==> src/rtl/wb_pkg.sv <==
// Shared types and sizes for the writeback arbiter.
// Included by wb_if, wb_fifo and wb_arbiter.
package wb_pkg;
  localparam int XLEN       = 64;
  localparam int REG_ADDR_W = 5;
  localparam int NUM_REGS   = 32;

  typedef struct packed {
    logic [REG_ADDR_W-1:0] rd;
    logic [XLEN-1:0]       data;
  } wb_req_t;
endpackage

==> src/rtl/wb_if.sv <==
// Writeback arbiter bus: result inputs, scoreboard and RF write port.
// WB_FWD_EN adds the same-cycle forwarding read ports.
interface wb_if;
  import wb_pkg::*;

  logic                  alu_valid;
  logic [REG_ADDR_W-1:0] alu_rd;
  logic [XLEN-1:0]       alu_data;
  logic                  lsu_valid;
  logic                  lsu_ready;
  logic [REG_ADDR_W-1:0] lsu_rd;
  logic [XLEN-1:0]       lsu_data;
  logic                  iss_valid;
  logic [REG_ADDR_W-1:0] iss_rd;
  logic [NUM_REGS-1:0]   busy_mask;
  logic                  stall_req;
  logic [REG_ADDR_W-1:0] rf_waddr;
  logic [XLEN-1:0]       rf_wdata;
  logic                  rf_wr_n;
`ifdef WB_FWD_EN
  logic [REG_ADDR_W-1:0] fwd_raddr1;
  logic [REG_ADDR_W-1:0] fwd_raddr2;
  logic                  fwd_hit1;
  logic                  fwd_hit2;
  logic [XLEN-1:0]       fwd_data1;
  logic [XLEN-1:0]       fwd_data2;

  modport master (
    output alu_valid, alu_rd, alu_data,
    output lsu_valid, lsu_rd, lsu_data,
    output iss_valid, iss_rd,
    output fwd_raddr1, fwd_raddr2,
    input  lsu_ready, busy_mask, stall_req,
    input  rf_waddr, rf_wdata, rf_wr_n,
    input  fwd_hit1, fwd_hit2,
    input  fwd_data1, fwd_data2
  );

  modport slave (
    input  alu_valid, alu_rd, alu_data,
    input  lsu_valid, lsu_rd, lsu_data,
    input  iss_valid, iss_rd,
    input  fwd_raddr1, fwd_raddr2,
    output lsu_ready, busy_mask, stall_req,
    output rf_waddr, rf_wdata, rf_wr_n,
    output fwd_hit1, fwd_hit2,
    output fwd_data1, fwd_data2
  );
`else
  modport master (
    output alu_valid, alu_rd, alu_data,
    output lsu_valid, lsu_rd, lsu_data,
    output iss_valid, iss_rd,
    input  lsu_ready, busy_mask, stall_req,
    input  rf_waddr, rf_wdata, rf_wr_n
  );

  modport slave (
    input  alu_valid, alu_rd, alu_data,
    input  lsu_valid, lsu_rd, lsu_data,
    input  iss_valid, iss_rd,
    output lsu_ready, busy_mask, stall_req,
    output rf_waddr, rf_wdata, rf_wr_n
  );
`endif
endinterface

==> src/rtl/wb_fifo.sv <==
// Circular queue of long-latency writeback requests.
// DEPTH must be a power of two so pointers wrap naturally.
module wb_fifo
  import wb_pkg::*;
#(
  parameter int DEPTH = 2
) (
  input  logic    clk,
  input  logic    reset,
  input  logic    i_push,
  input  wb_req_t i_data,
  input  logic    i_pop,
  output wb_req_t o_head,
  output logic    o_full,
  output logic    o_empty
);
  localparam int AW = $clog2(DEPTH);

  wb_req_t       r_mem [DEPTH];
  logic [AW-1:0] r_wptr;
  logic [AW-1:0] r_rptr;
  logic [AW:0]   r_cnt;
  logic          w_push;
  logic          w_pop;

  assign o_full  = (r_cnt == (AW+1)'(DEPTH));
  assign o_empty = (r_cnt == '0);
  assign o_head  = r_mem[r_rptr];
  assign w_push  = i_push & ~o_full;
  assign w_pop   = i_pop & ~o_empty;

  always_ff @(posedge clk) begin
    if (w_push) r_mem[r_wptr] <= i_data;
  end

  always_ff @(posedge clk) begin
    if (reset) begin
      r_wptr <= '0;
      r_rptr <= '0;
      r_cnt  <= '0;
    end else begin
      if (w_push) r_wptr <= r_wptr + 1'b1;
      if (w_pop)  r_rptr <= r_rptr + 1'b1;
      unique case ({w_push, w_pop})
        2'b10:   r_cnt <= r_cnt + 1'b1;
        2'b01:   r_cnt <= r_cnt - 1'b1;
        default: r_cnt <= r_cnt;
      endcase
    end
  end
endmodule

==> src/rtl/wb_arbiter.sv <==
// Register-file write port arbiter with busy scoreboard and starvation stall.
// Define WB_FWD_EN for combinational forwarding of the registered write.
module wb_arbiter
  import wb_pkg::*;
#(
  parameter int LQ_DEPTH     = 2,
  parameter int STARVE_LIMIT = 4
) (
  input logic clk,
  input logic reset,
  wb_if.slave bus
);
  localparam int CW = $clog2(STARVE_LIMIT + 1);

  wb_req_t               w_push_req;
  wb_req_t               w_head;
  logic                  w_full;
  logic                  w_empty;
  logic                  w_push;
  logic                  w_pop;
  logic                  w_alu_win;
  logic                  w_starve_hit;
  logic [CW-1:0]         w_starve_inc;
  logic [NUM_REGS-1:0]   w_busy_nxt;

  logic                  r_wr_n;
  logic [REG_ADDR_W-1:0] r_waddr;
  logic [XLEN-1:0]       r_wdata;
  logic [NUM_REGS-1:0]   r_busy;
  logic                  r_stall;
  logic [CW-1:0]         r_starve;

  assign w_push_req = '{rd: bus.lsu_rd, data: bus.lsu_data};
  assign bus.lsu_ready = ~w_full & ~reset;
  assign w_push = bus.lsu_valid & bus.lsu_ready;
  // x0 from the ALU is a no-op, so the queue may use the slot
  assign w_alu_win = bus.alu_valid & (bus.alu_rd != '0);
  assign w_pop = ~w_alu_win & ~w_empty;
  assign w_starve_hit = w_full & w_alu_win;
  assign w_starve_inc = r_starve + 1'b1;

  wb_fifo #(
    .DEPTH (LQ_DEPTH)
  ) u_fifo (
    .clk     (clk),
    .reset   (reset),
    .i_push  (w_push),
    .i_data  (w_push_req),
    .i_pop   (w_pop),
    .o_head  (w_head),
    .o_full  (w_full),
    .o_empty (w_empty)
  );

  // an issue to the same register outranks the retiring pop
  always_comb begin
    w_busy_nxt = r_busy;
    if (w_pop && w_head.rd != '0)
      w_busy_nxt[w_head.rd] = 1'b0;
    if (bus.iss_valid && bus.iss_rd != '0)
      w_busy_nxt[bus.iss_rd] = 1'b1;
    w_busy_nxt[0] = 1'b0;
  end

  always_ff @(posedge clk) begin
    if (reset) begin
      r_wr_n  <= 1'b1;
      r_waddr <= '0;
      r_wdata <= '0;
    end else begin
      r_wr_n <= 1'b1;
      unique case (1'b1)
        w_alu_win: begin
          r_wr_n  <= 1'b0;
          r_waddr <= bus.alu_rd;
          r_wdata <= bus.alu_data;
        end
        w_pop: begin
          if (w_head.rd != '0) begin
            r_wr_n  <= 1'b0;
            r_waddr <= w_head.rd;
            r_wdata <= w_head.data;
          end
        end
        default: ;
      endcase
    end
  end

  always_ff @(posedge clk) begin
    if (reset) begin
      r_busy   <= '0;
      r_stall  <= 1'b0;
      r_starve <= '0;
    end else begin
      r_busy <= w_busy_nxt;
      if (w_starve_hit &&
          w_starve_inc == CW'(STARVE_LIMIT)) begin
        r_stall  <= 1'b1;
        r_starve <= '0;
      end else if (w_starve_hit) begin
        r_stall  <= 1'b0;
        r_starve <= w_starve_inc;
      end else begin
        r_stall  <= 1'b0;
        r_starve <= '0;
      end
    end
  end

  assign bus.rf_wr_n   = r_wr_n;
  assign bus.rf_waddr  = r_waddr;
  assign bus.rf_wdata  = r_wdata;
  assign bus.busy_mask = r_busy;
  assign bus.stall_req = r_stall;

`ifdef WB_FWD_EN
  assign bus.fwd_hit1 = ~r_wr_n &
    (r_waddr == bus.fwd_raddr1) & (bus.fwd_raddr1 != '0);
  assign bus.fwd_hit2 = ~r_wr_n &
    (r_waddr == bus.fwd_raddr2) & (bus.fwd_raddr2 != '0);
  assign bus.fwd_data1 = r_wdata;
  assign bus.fwd_data2 = r_wdata;
`endif
endmodule

==> src/flat_wrapper.sv <==
// flat-port wrapper written by rule: the top's interface ports become plain ports
module wb_arbiter_flat import wb_pkg::*;
#(
  parameter int LQ_DEPTH     = 2,
  parameter int STARVE_LIMIT = 4
)
  (clk, reset, bus_alu_valid, bus_alu_rd, bus_alu_data, bus_lsu_valid, bus_lsu_rd, bus_lsu_data, bus_iss_valid, bus_iss_rd, bus_lsu_ready, bus_busy_mask, bus_stall_req, bus_rf_waddr, bus_rf_wdata, bus_rf_wr_n);
  wb_if bus_i ();
  input logic clk;
  input logic reset;
  input wire logic [$bits(bus_i.alu_valid)-1:0] bus_alu_valid;
  input wire logic [$bits(bus_i.alu_rd)-1:0] bus_alu_rd;
  input wire logic [$bits(bus_i.alu_data)-1:0] bus_alu_data;
  input wire logic [$bits(bus_i.lsu_valid)-1:0] bus_lsu_valid;
  input wire logic [$bits(bus_i.lsu_rd)-1:0] bus_lsu_rd;
  input wire logic [$bits(bus_i.lsu_data)-1:0] bus_lsu_data;
  input wire logic [$bits(bus_i.iss_valid)-1:0] bus_iss_valid;
  input wire logic [$bits(bus_i.iss_rd)-1:0] bus_iss_rd;
  output wire logic [$bits(bus_i.lsu_ready)-1:0] bus_lsu_ready;
  output wire logic [$bits(bus_i.busy_mask)-1:0] bus_busy_mask;
  output wire logic [$bits(bus_i.stall_req)-1:0] bus_stall_req;
  output wire logic [$bits(bus_i.rf_waddr)-1:0] bus_rf_waddr;
  output wire logic [$bits(bus_i.rf_wdata)-1:0] bus_rf_wdata;
  output wire logic [$bits(bus_i.rf_wr_n)-1:0] bus_rf_wr_n;
  assign bus_i.alu_valid = bus_alu_valid;
  assign bus_i.alu_rd = bus_alu_rd;
  assign bus_i.alu_data = bus_alu_data;
  assign bus_i.lsu_valid = bus_lsu_valid;
  assign bus_i.lsu_rd = bus_lsu_rd;
  assign bus_i.lsu_data = bus_lsu_data;
  assign bus_i.iss_valid = bus_iss_valid;
  assign bus_i.iss_rd = bus_iss_rd;
  assign bus_lsu_ready = bus_i.lsu_ready;
  assign bus_busy_mask = bus_i.busy_mask;
  assign bus_stall_req = bus_i.stall_req;
  assign bus_rf_waddr = bus_i.rf_waddr;
  assign bus_rf_wdata = bus_i.rf_wdata;
  assign bus_rf_wr_n = bus_i.rf_wr_n;
  wb_arbiter #(.LQ_DEPTH(LQ_DEPTH), .STARVE_LIMIT(STARVE_LIMIT)) u_core (.clk(clk), .reset(reset), .bus(bus_i));
endmodule
==> config.mk <==
export PLATFORM = sky130hd
export DESIGN_NAME = wb_arbiter_flat
export DESIGN_NICKNAME = d
export VERILOG_FILES = /design/src/rtl/wb_pkg.sv /design/src/rtl/wb_if.sv /design/src/rtl/wb_fifo.sv /design/src/rtl/wb_arbiter.sv /design/src/flat_wrapper.sv
export SDC_FILE = /design/constraint.sdc
export NUM_CORES = 1
export LEC_CHECK = 0
export BUFFER_PORTS_ARGS = -buffer_cell sky130_fd_sc_hd__buf_2
export CAP_MARGIN = 10
export CORE_MARGIN = 3
export CORE_UTILIZATION = 30
export DETAILED_ROUTE_END_ITERATION = 12
export GPL_TIMING_DRIVEN = 0
export PLACE_DENSITY_LB_ADDON = 0.3
export SLEW_MARGIN = 5
export SYNTH_ARGS = -nofsm -noshare
export SYNTH_HDL_FRONTEND = slang
export SYNTH_SLANG_ARGS = --single-unit
==> constraint.sdc <==
create_clock -name clk -period 4.6 [get_ports clk]
set_clock_uncertainty 0.15 [all_clocks]
set_input_delay 0.23 -clock clk [delete_from_list [all_inputs] [get_ports clk]]
set_output_delay 0.23 -clock clk [all_outputs]
set_load 0.02 [all_outputs]
## After elaboration in Yosys (flattened, before gate mapping)

Memory sizes are Yosys's and may differ from the RTL's. A register that Yosys moved wholly into a read port is not among the register bits.
Cells that the tools add are included.

| word-level totals | value |
|---|---|
| output and inout port bits | 104 |
| memories | 1 |
| latch bits | 0 |
| register bits after elaboration | 110 |
| input port bits | 148 |
| ROM bits | 0 |
| logic and storage cells | 71 |
| RAM bits | 138 |

Memory list:

| memory | words | bits a word | read ports | clocked after Yosys merged registers in | wr ports | RTL line | source |
|---|---|---|---|---|---|---|---|
| u_core.u_fifo.r_mem | 2 | 69 | 1 | 1 | 1 | wb_fifo.sv:19 | `wb_req_t r_mem [DEPTH];` |

| cells by class | value |
|---|---|
| bitwise gates (word level) | 15 |
| eq/ne operators | 5 |
| $mul | 0 |
| $lt $le $gt $ge | 4 |
| shift operators | 0 |
| reduce and logical (&&, ||, !) cells | 13 |
| $add $sub $neg | 5 |
| divide/modulo/power cells | 0 |
| mux-type cells | 18 |

Operator list:

| kind | number |
|---|---|
| one-hot mux 64 bit (2 select lines) | 1 |
| 2-to-1 mux 32 bit | 2 |
| 2-to-1 mux 64 bit | 1 |
| bitwise AND 32 bit | 1 |
| inverter 32 bit | 1 |
| bitwise OR 32 bit | 1 |
| nonzero test 5 bit | 3 |
| less-than comparator 5 x 6 -> 1 bit, second input constant | 2 |
| demux 1 bit (select 5 bit) | 2 |
| >= comparator 5 x 1 -> 1 bit, second input constant | 2 |
| one-hot mux 5 bit (2 select lines) | 1 |
| 2-to-1 mux 1 bit | 8 |
| bitwise AND 1 bit | 7 |
| logical AND 1 bit | 5 |
| 2-to-1 mux 5 bit | 1 |
| inverter 1 bit | 5 |
| equality test 2 bit, second input constant | 2 |
| one-hot mux 2 bit (2 select lines) | 1 |
| nonzero test 2 bit | 2 |
| adder 3 x 1 -> 3 bit, second input constant | 1 |
| equality test 3 bit, second input constant | 1 |
| OR reduction 3 bit | 1 |
| adder 1 bit, second input constant | 2 |
| adder 2 x 1 -> 2 bit, second input constant | 1 |
| other kinds (6) | 6 |

## Logic depth before layout (Yosys ltp)

Gate-level depths: netlist (run 1).

| logic depth | value |
|---|---|
| depth after elaboration | 9 |
| mapped depth | 8 |
| mapped depth without buffers | 7 |

## By module

Synthesis (run 1) repeated with hierarchy kept, for this count alone.

| unflattened totals | value |
|---|---|
| cells, all modules | 789 |
| area, all modules | 9766.9 um^2 |

By module, submodules not included:

| module | times used | area each (um^2) | seq. area each (um^2) | cells an instance |
|---|---|---|---|---|
| wb_fifo | 1 | 5190.0 | 4244.1 | 241 |
| wb_arbiter | 1 | 4576.9 | 2102.0 | 548 |

## Least setup slack after synthesis (run 1)

OpenSTA, ideal clock, no wires.

| timing path | value |
|---|---|
| path type | input port to flip-flop |
| start point | in reset |
| end point | mem u_core.u_fifo.r_mem[0][0] in the netlist's numbering (enable) |
| path slack | 353 ps |
| required time | 3953 ps |
| library setup time | 497 ps |
| stages on the path | 4 |
| buffers on the path | 1 |
| data arrival time | 3600 ps |
| cells stage by stage | clkbuf_1 -> inv_1 -> nand3_1 -> nor2_1 |

| between the ends | value |
|---|---|
| cells in the longest elaborated chain, start to end | 6 |

RTL lines:

| what | RTL line | source |
|---|---|---|
| start, declared | flat_wrapper.sv:10 | `input logic reset;` |
| inverter 1 bit | wb_arbiter.sv:34 | `assign bus.lsu_ready = ~w_full & ~reset;` |
| bitwise AND 1 bit | wb_arbiter.sv:34 |  |
| bitwise AND 1 bit | wb_arbiter.sv:35 | `assign w_push = bus.lsu_valid & bus.lsu_ready;` |
| bitwise AND 1 bit | wb_fifo.sv:29 | `assign w_push = i_push & ~o_full;` |
| 2-to-1 mux 1 bit | wb_fifo.sv:33 | `if (w_push) r_mem[r_wptr] <= i_data;` |
| 2-to-1 mux 1 bit (not written as such) | wb_fifo.sv:33 |  |
| end, declared | wb_fifo.sv:19 |  |

No other way between the ends.

## Final worst setup path (run 1)

| timing path | value |
|---|---|
| start point | reg u_core.u_fifo.r_cnt[0] |
| end point | reg u_core.r_wdata[54] (netlist: u_core.bus.rf_wdata[54]) |

| between the ends | value |
|---|---|
| cells in the longest elaborated chain, start to end | 5 |
| elaborated cells on any way between the ends | 7 |
| those cells by class | eq/ne: 1; mux: 1; bitwise: 2; reduce/logical: 3 |

RTL lines:

| what | RTL line | source |
|---|---|---|
| start, declared | wb_fifo.sv:22 | `logic [AW:0] r_cnt;` |
| start signal, assigned | wb_fifo.sv:45 | `2'b10: r_cnt <= r_cnt + 1'b1;` |
| start signal, assigned | wb_fifo.sv:46 | `2'b01: r_cnt <= r_cnt - 1'b1;` |
| start signal, assigned | wb_fifo.sv:47 | `default: r_cnt <= r_cnt;` |
| zero test 2 bit (*) | wb_fifo.sv:27 | `assign o_empty = (r_cnt == '0);` |
| inverter 1 bit (*) | wb_arbiter.sv:38 | `assign w_pop = ~w_alu_win & ~w_empty;` |
| bitwise AND 1 bit (*) | wb_arbiter.sv:38 |  |
| != test 2 x 1 -> 1 bit (no line) or nonzero test 2 bit (tied branches) | -- |  |
| AND reduction 2 bit (no line) | -- |  |
| end signal, assigned | wb_arbiter.sv:76 | `r_wdata <= bus.alu_data;` |
| end signal, assigned | wb_arbiter.sv:82 | `r_wdata <= w_head.data;` |
| end, declared | wb_arbiter.sv:28 | `logic [XLEN-1:0] r_wdata;` |

Every way passes the cells marked *; elsewhere a longest branch is shown, timed or not.
A chain may end at the register's enable or synchronous reset.

==> qor.yml, run 1 <==
outcome:
  status: "finished clean"
clocking:
  clock_insertion_delay_at_the_later_pin_of_the_skew_report_ps: 540
  clk_root_buffer_cell: "sky130_fd_sc_hd__clkbuf_16"
  cts_htree_levels: 1
  cts_tree: "yes"
  max-clock-path-buffers: 3
  cts_inserted_buffers: 29
  numClockSinks: 248
  clk_transition_reported_paths_ps: 60
  cts-resized-gates: 0
finish:
  fin_area_sq_mm: 0.0144
  drive_gt1_frac: 0.275
  syn2layout_area_growth_pct: 42.3
  utilization: 0.438
  num-nets-final: 1369
  fill_cells: 3139
route:
  drt_wl_total_um: 31100
  dr.first_iter.drc_count: 420
  ant_nets: 0
  route.detailed.vias_per_inst: 4.95
  routed-via-count: 8344
  remaining_drc_errors: 0
  drt-pass1-iter-count: 5
  routed_wire_length_per_instance_um: 18.4
hold_path:
  hp-class: "in2reg"
grt:
  grt_start_max_net_pins: 50
  gr-usage-met2: 0.290
  gr-total-overflow: 0
  met1_routing_resource_usage_after_global_routing: 0.214
  grt_most_used_layer: "met2"
  grt_util_all_layers: 0.166
  grt_pass1_wl_um: 47600
  use_met3: 0.0263
  grt_antenna_before_repair: 4
  grt_pass1_vias: 8445
place:
  pre_cts_slack_ps: 1960
  io_buffers: 249
  area_of_placed_instances_sq_mm: 0.0120
  place.gp.congestion: 0.816
  place.detailed.hpwl_um: 21100
worst_setup_path:
  critical_path.max_stage_delay_ps: 490
  critPathRequiredTime_ps: 4870
  crit_type: "reg2reg"
  slowest_stage: "sky130_fd_sc_hd__clkbuf_1"
  worstPathCellList: "or2_2 -> buf_2 -> buf_2 -> clkbuf_1 -> nand3_1 -> a32o_1"
  cp_common_cell: "sky130_fd_sc_hd__buf_2"
  maximum_fanout_along_the_worst_path: 10
  worstSetupEndpointType: "flip-flop"
  critPathLaunchType: "flip-flop"
  cp.arrival_ps: 2860
logic_synthesis:
  synthDistinctLibCells: 54
  synth_largest_area_cell: "sky130_fd_sc_hd__edfxtp_1"
  share_of_synthesized_area_occupied_by_flip_flops_and_latches: 0.628
  count_of_flip_flops_with_a_built_in_enable_after_synthesis: 138
  netlist_instances: 791
  most_numerous_cell_in_the_yosys_netlist: "sky130_fd_sc_hd__edfxtp_1"
  synth.avg_cell_area_sq_um: 12.8
  synth_ff_type: "sky130_fd_sc_hd__edfxtp_1"
  asyncSetResetFlopFracSynth: 0
  yosys-top-cells-area: "sky130_fd_sc_hd__edfxtp_1, sky130_fd_sc_hd__dfxtp_1, sky130_fd_sc_hd__mux2i_1, sky130_fd_sc_hd__a32o_1, sky130_fd_sc_hd__a21o_1"
  post_synth_instance_area_sq_mm: 0.0101
  synthesis.nets: 942
  synth_top_area_frac: 0.410
  synth_seq_cells: 248
  yosys_warnings: 0
  synth_top_cells_by_count: "sky130_fd_sc_hd__edfxtp_1, sky130_fd_sc_hd__dfxtp_1, sky130_fd_sc_hd__mux2i_1, sky130_fd_sc_hd__nand3_1"
timing:
  fmaxAchievable_mhz: 387
  max_slew_margin: 0.249
  period_needed_ps: 2580
  max_slew.worst_pin.slew_ps: 1110
  timing.final.crit_share: 0.562
  grt_setup_unrepaired: "no"
  finalSetupViolations: 0
  number_of_hold_slack_violations_in_the_final_timing_report: 0
  timing.final.ws_setup_ps: 2020
  final_max_slew_viols: 0
job:
  cap_viol_max_count: 0
floorplan:
  core.rowCount: 66
  ios: 252
  dieWidth_um: 190
  core_footprint_sq_mm: 0.0329
  fp.dieArea_sq_mm: 0.0359
  die_y_um: 190
  starting_density: 0.308
power_and_ir_drop:
  peakVddDrop_v: 0.000282
  power.leakage_nw: 5.79
  power_density_mw_per_mm2: 497
through the flow:
stage / cells / setup TNS (ps) / power, mW / hold WS (ps)
floorplan: 791 / 0 / 4.20 / 179
global placement: 1482 / -136590 / 4.88 / 269
detailed placement: 1486 / 0 / 4.92 / 271
CTS: 1682 / 0 / 7.23 / 13.1
global route: 1684 / 0 / 7.54 / 58.0
finish: 1686 / 0 / 7.16 / 37.2
final timing paths:
path	endpoint	from	slack, ps	depth (start not counted)
min reg2reg	u_core.r_starve[0]	u_core.r_starve[0]	300	1
max reg2reg	u_core.bus.rf_wdata[54]	u_core.u_fifo.r_cnt[0]	2020	6
max	u_core.bus.rf_wdata[54]	u_core.u_fifo.r_cnt[0]	2020	6
min	u_core.bus.rf_waddr[2]	bus_alu_rd[2]	40	4
area by class of cell:
type                            instances  area, sq um  share of cell area
Clock inverter                          9         76.3             0.00530
Inverter                                7         26.3             0.00183
Multi-Input combinational cell        468         3450               0.239
Tap cell                              442          553              0.0384
Antenna cell                            4         10.0            0.000696
Sequential cell                       248         6350               0.441
Timing Repair Buffer                  396         2790               0.194
Buffer                                 68          307              0.0213
Clock buffer                           44          836              0.0581
sequential cells by signal, indices dropped and copies added, names as in the netlist, 2 cells and up, named ones only:
register              cells
u_core.u_fifo.r_mem     138
u_core.bus.rf_wdata      64
u_core.bus.busy_mask     31
u_core.bus.rf_waddr       5
u_core.r_starve           3
u_core.u_fifo.r_cnt       2
timing repair:
| item | CTS | global route |
|---|---|---|
| endpoints found under the hold margin | 220 | 0 |
| setup buffers | 0 | 0 |
| hold buffers | 143 | 0 |
layer usage:
layer  part of all wire  vias to the layer above
met2               0.50                      269
li1                   -                     3962
met5            0.00023                        -
met3              0.058                       64
met4              0.027                        2
met1               0.42                     4047
critical path: cells and delay by family (launching register included):
| kind | cells | cell delay (ps) |
|---|---|---|
| buf+inv | 3 | 1200 |
| compound gates | 1 | 300 |
| simple gates | 2 | 370 |
| flops | 1 | 430 |
power by group:
part	internal, mW	switching [mW]	total [mW]
logic	0.919	1.34	2.25
registers	2.60	0.113	2.71
clock network	1.30	0.889	2.19
total	4.82	2.34	7.16
cells by family (layout without fill, tap and decap cells):
| kind of cell | Yosys count | in the layout | share of synthesized area |
|---|---|---|---|
| flops | 248 | 248 | 0.628 |
| compound gates | 229 | 229 | 0.180 |
| simple gates | 162 | 162 | 0.0835 |
| buf+inv | 75 | 524 | 0.0329 |
| mux | 69 | 69 | 0.0684 |
| xor+xnor | 4 | 4 | 0.00347 |
| fa+ha+maj | 3 | 3 | 0.00371 |
| other cells | 1 | 5 | 0.000371 |
placed cells by master, fill, tap and decap left out, drive strengths merged, types with 4 or more instances in the layout:
| master | instances |
|---|---|
| diode | 4 |
| nand3 | 66 |
| o41ai | 14 |
| a32o | 65 |
| dlygate4sd3 | 143 |
| a211oi | 6 |
| a311oi | 14 |
| a21oi | 40 |
| a21o | 65 |
| nand2b | 5 |
| clkbuf | 79 |
| clkinv | 6 |
| dfxtp | 110 |
| nor3 | 5 |
| buf | 286 |
| nor2b | 6 |
| edfxtp | 138 |
| nor4 | 6 |
| nor2 | 21 |
| nand2 | 40 |
| o21ai | 7 |
| mux2i | 68 |
| inv | 9 |
No activity file was read; power rests on OpenSTA's default activity.
==> run 2, diff against run 1 <==
- clock period: 4.6 -> 2.22 ns (I/O delays scaled with it)
==> qor.yml, run 2 (same netlist as run 1, synthesis figures left out) <==
outcome:
  status: "finished clean"
finish:
  drive_gt1_frac: 0.296
  fill_cells: 3149
  syn2layout_area_growth_pct: 43.8
  num-nets-final: 1377
  mostFrequentLayoutCell: "sky130_fd_sc_hd__buf_2"
  layout.cells.non_filler: 1691
  max_flop_register: "u_core.u_fifo.r_mem"
  multi_input_comb_area_sq_mm: 0.00355
  largest_register_ff_count: 138
  flip_flop_and_latch_area_sq_mm: 0.00635
  mostFrequentLayoutCells: "sky130_fd_sc_hd__buf_2, sky130_fd_sc_hd__dlygate4sd3_1, sky130_fd_sc_hd__edfxtp_1"
clocking:
  clock_insertion_delay_at_the_later_pin_of_the_skew_report_ps: 550
  cts_inserted_buffers: 28
  clk_root_buffer_cell: "sky130_fd_sc_hd__clkbuf_16"
  cts_tree: "yes"
  max-clock-path-buffers: 3
  numClockSinks: 248
  cts_htree_levels: 1
  clk_transition_reported_paths_ps: 60
route:
  drt_wl_total_um: 31900
  drt-pass1-iter-count: 6
  routed_wire_length_per_instance_um: 18.9
  ant_nets: 0
  route.detailed.vias_per_inst: 5.02
  dr.first_iter.drc_count: 467
  routed-via-count: 8482
  remaining_drc_errors: 0
floorplan:
  fp.dieArea_sq_mm: 0.0359
  ios: 252
  die_y_um: 190
  core_footprint_sq_mm: 0.0329
  dieWidth_um: 190
  core.rowCount: 66
  starting_density: 0.308
place:
  place.detailed.hpwl_um: 21300
  place.gp.congestion: 0.824
  pre_cts_slack_ps: -480
  placed_cells: 1484
  io_buffers: 249
worst_setup_path:
  crit_type: "reg2reg"
  r2r_start: "u_core.u_fifo.r_cnt[1]"
  worstPathCellList: "nor2b_1 -> nor2_1 -> and3_4"
  rrSetupSlack_ps: 60
  cp.arrival_ps: 2200
  worst_r2r_dst: "u_core.u_fifo.r_mem[1][50]"
  r2r.worst_path.cells: 3
  slowest_stage: "sky130_fd_sc_hd__and3_4"
  critPathRequiredTime_ps: 2250
  critical_path.max_stage_delay_ps: 680
  critPathLaunchType: "flip-flop"
  maximum_fanout_along_the_worst_path: 35
  worstSetupEndpointType: "flip-flop"
power_and_ir_drop:
  power.leakage_nw: 5.88
  power_density_mw_per_mm2: 1020
  peakVddDrop_v: 0.000598
timing:
  number_of_hold_slack_violations_in_the_final_timing_report: 0
  fin_hold_ws_ps: 11.1
  fmaxAchievable_mhz: 463
  timing.final.crit_share: 0.974
  timing.final.ws_setup_ps: 58.4
  final_max_slew_viols: 0
  max_slew.worst_pin.slew_ps: 993
  period_needed_ps: 2160
  max_slew_margin: 0.333
  finalSetupViolations: 0
grt:
  grt_antenna_before_repair: 2
  grt_pass1_wl_um: 48300
  grt_start_max_net_pins: 70
  gr-total-overflow: 0
  grt_pass1_vias: 8521
  grt_util_all_layers: 0.169
hold_path:
  number_of_stages_on_the_worst_hold_path: 4
  hold_end: "u_core.bus.rf_waddr[4]"
  hp-class: "in2reg"
  worst_hold_startpoint: "bus_alu_rd[4]"
job:
  cap_viol_max_count: 0
-- run 2: changes by cell type in the layout (fill, tap and decap cells not counted), moves of 4 or more --
| cell | delta |
|---|---|
| sky130_fd_sc_hd__dlygate4sd3_1 | +7 |
| sky130_fd_sc_hd__buf_4 | +6 |
| sky130_fd_sc_hd__buf_2 | -6 |
| sky130_fd_sc_hd__buf_16 | -4 |
| sky130_fd_sc_hd__clkbuf_4 | +5 |
| sky130_fd_sc_hd__clkbuf_1 | -11 |
| sky130_fd_sc_hd__clkbuf_2 | +10 |
-- run 2: per-stage QoR --
| stage | TNS [ps] | utilization | power [mW] | area (sq um) |
|---|---|---|---|---|
| 6_report | 0 | 0.442 | 14.8 | 14500 |
| 4_1_cts | -29.8 | 0.439 | 14.8 | 14400 |
| 3_5_place_dp | -15320 | 0.365 | 10.2 | 12000 |
| 5_1_grt | -183 | 0.442 | 15.6 | 14500 |
| 3_3_place_gp | -82160 | 0.363 | 10.1 | 11900 |
| 2_1_floorplan | 0 | - | 8.71 | 10100 |
-- run 2: per-layer routing --
layer  wire length [um]  vias to the layer above  global-route usage
met2              14900                      340               0.279
met4               1050                        2              0.0529
li1                   -                     3992                   -
met1              13700                     4077               0.221
met3               2200                       71              0.0387
met5                  7                        -                   0
-- run 2: how the worst max path moves through the flow --
stage                                       endpoint  cells after the start  slack, ps                       start
after CTS                   u_core.bus.busy_mask[11]                      5        -20                   flip-flop
after global routing         u_core.bus.rf_wdata[62]                      7        -40  u_core.u_fifo.r_mem[1][65]
after global placement    u_core.u_fifo.r_mem[0][45]                      4       -980                       reset
after floorplan            u_core.u_fifo.r_mem[0][0]                      3          6      u_core.u_fifo.r_cnt[0]
final                     u_core.u_fifo.r_mem[1][50]                      3         60      u_core.u_fifo.r_cnt[1]
after detailed placement     u_core.bus.rf_wdata[53]                      6       -480      u_core.u_fifo.r_cnt[1]
-- run 2: power breakdown --
group          switching (mW)  total, mW  internal, mW
clock                    1.85       4.33          2.48
sequential              0.261       5.65          5.38
combinational            2.80       4.80          2.00
-- run 2: cell type report --
type | count | area share
Multi-Input combinational cell | 469 | 0.244
Buffer | 68 | 0.0254
Tap cell | 442 | 0.0380
Clock inverter | 9 | 0.00482
Timing Repair Buffer | 404 | 0.194
Clock buffer | 43 | 0.0549
Antenna cell | 1 | 0.000172
Inverter | 7 | 0.00181
Sequential cell | 248 | 0.437
-- run 2: what timing repair did --
action                                  4_1_cts  5_1_grt
hold buffers                                151        0
cloned                                        0        1
resized for setup                            23       35
endpoints found under the setup margin       77      147
endpoints found under the hold margin       245        0
pin swaps                                     0        5
buffers inserted                              0        3
-- run 2: critical path: cells and delay by family, from the launching register on --
family / cells / cell delay (ps)
simple gates: 3 / 1260
flops: 1 / 370
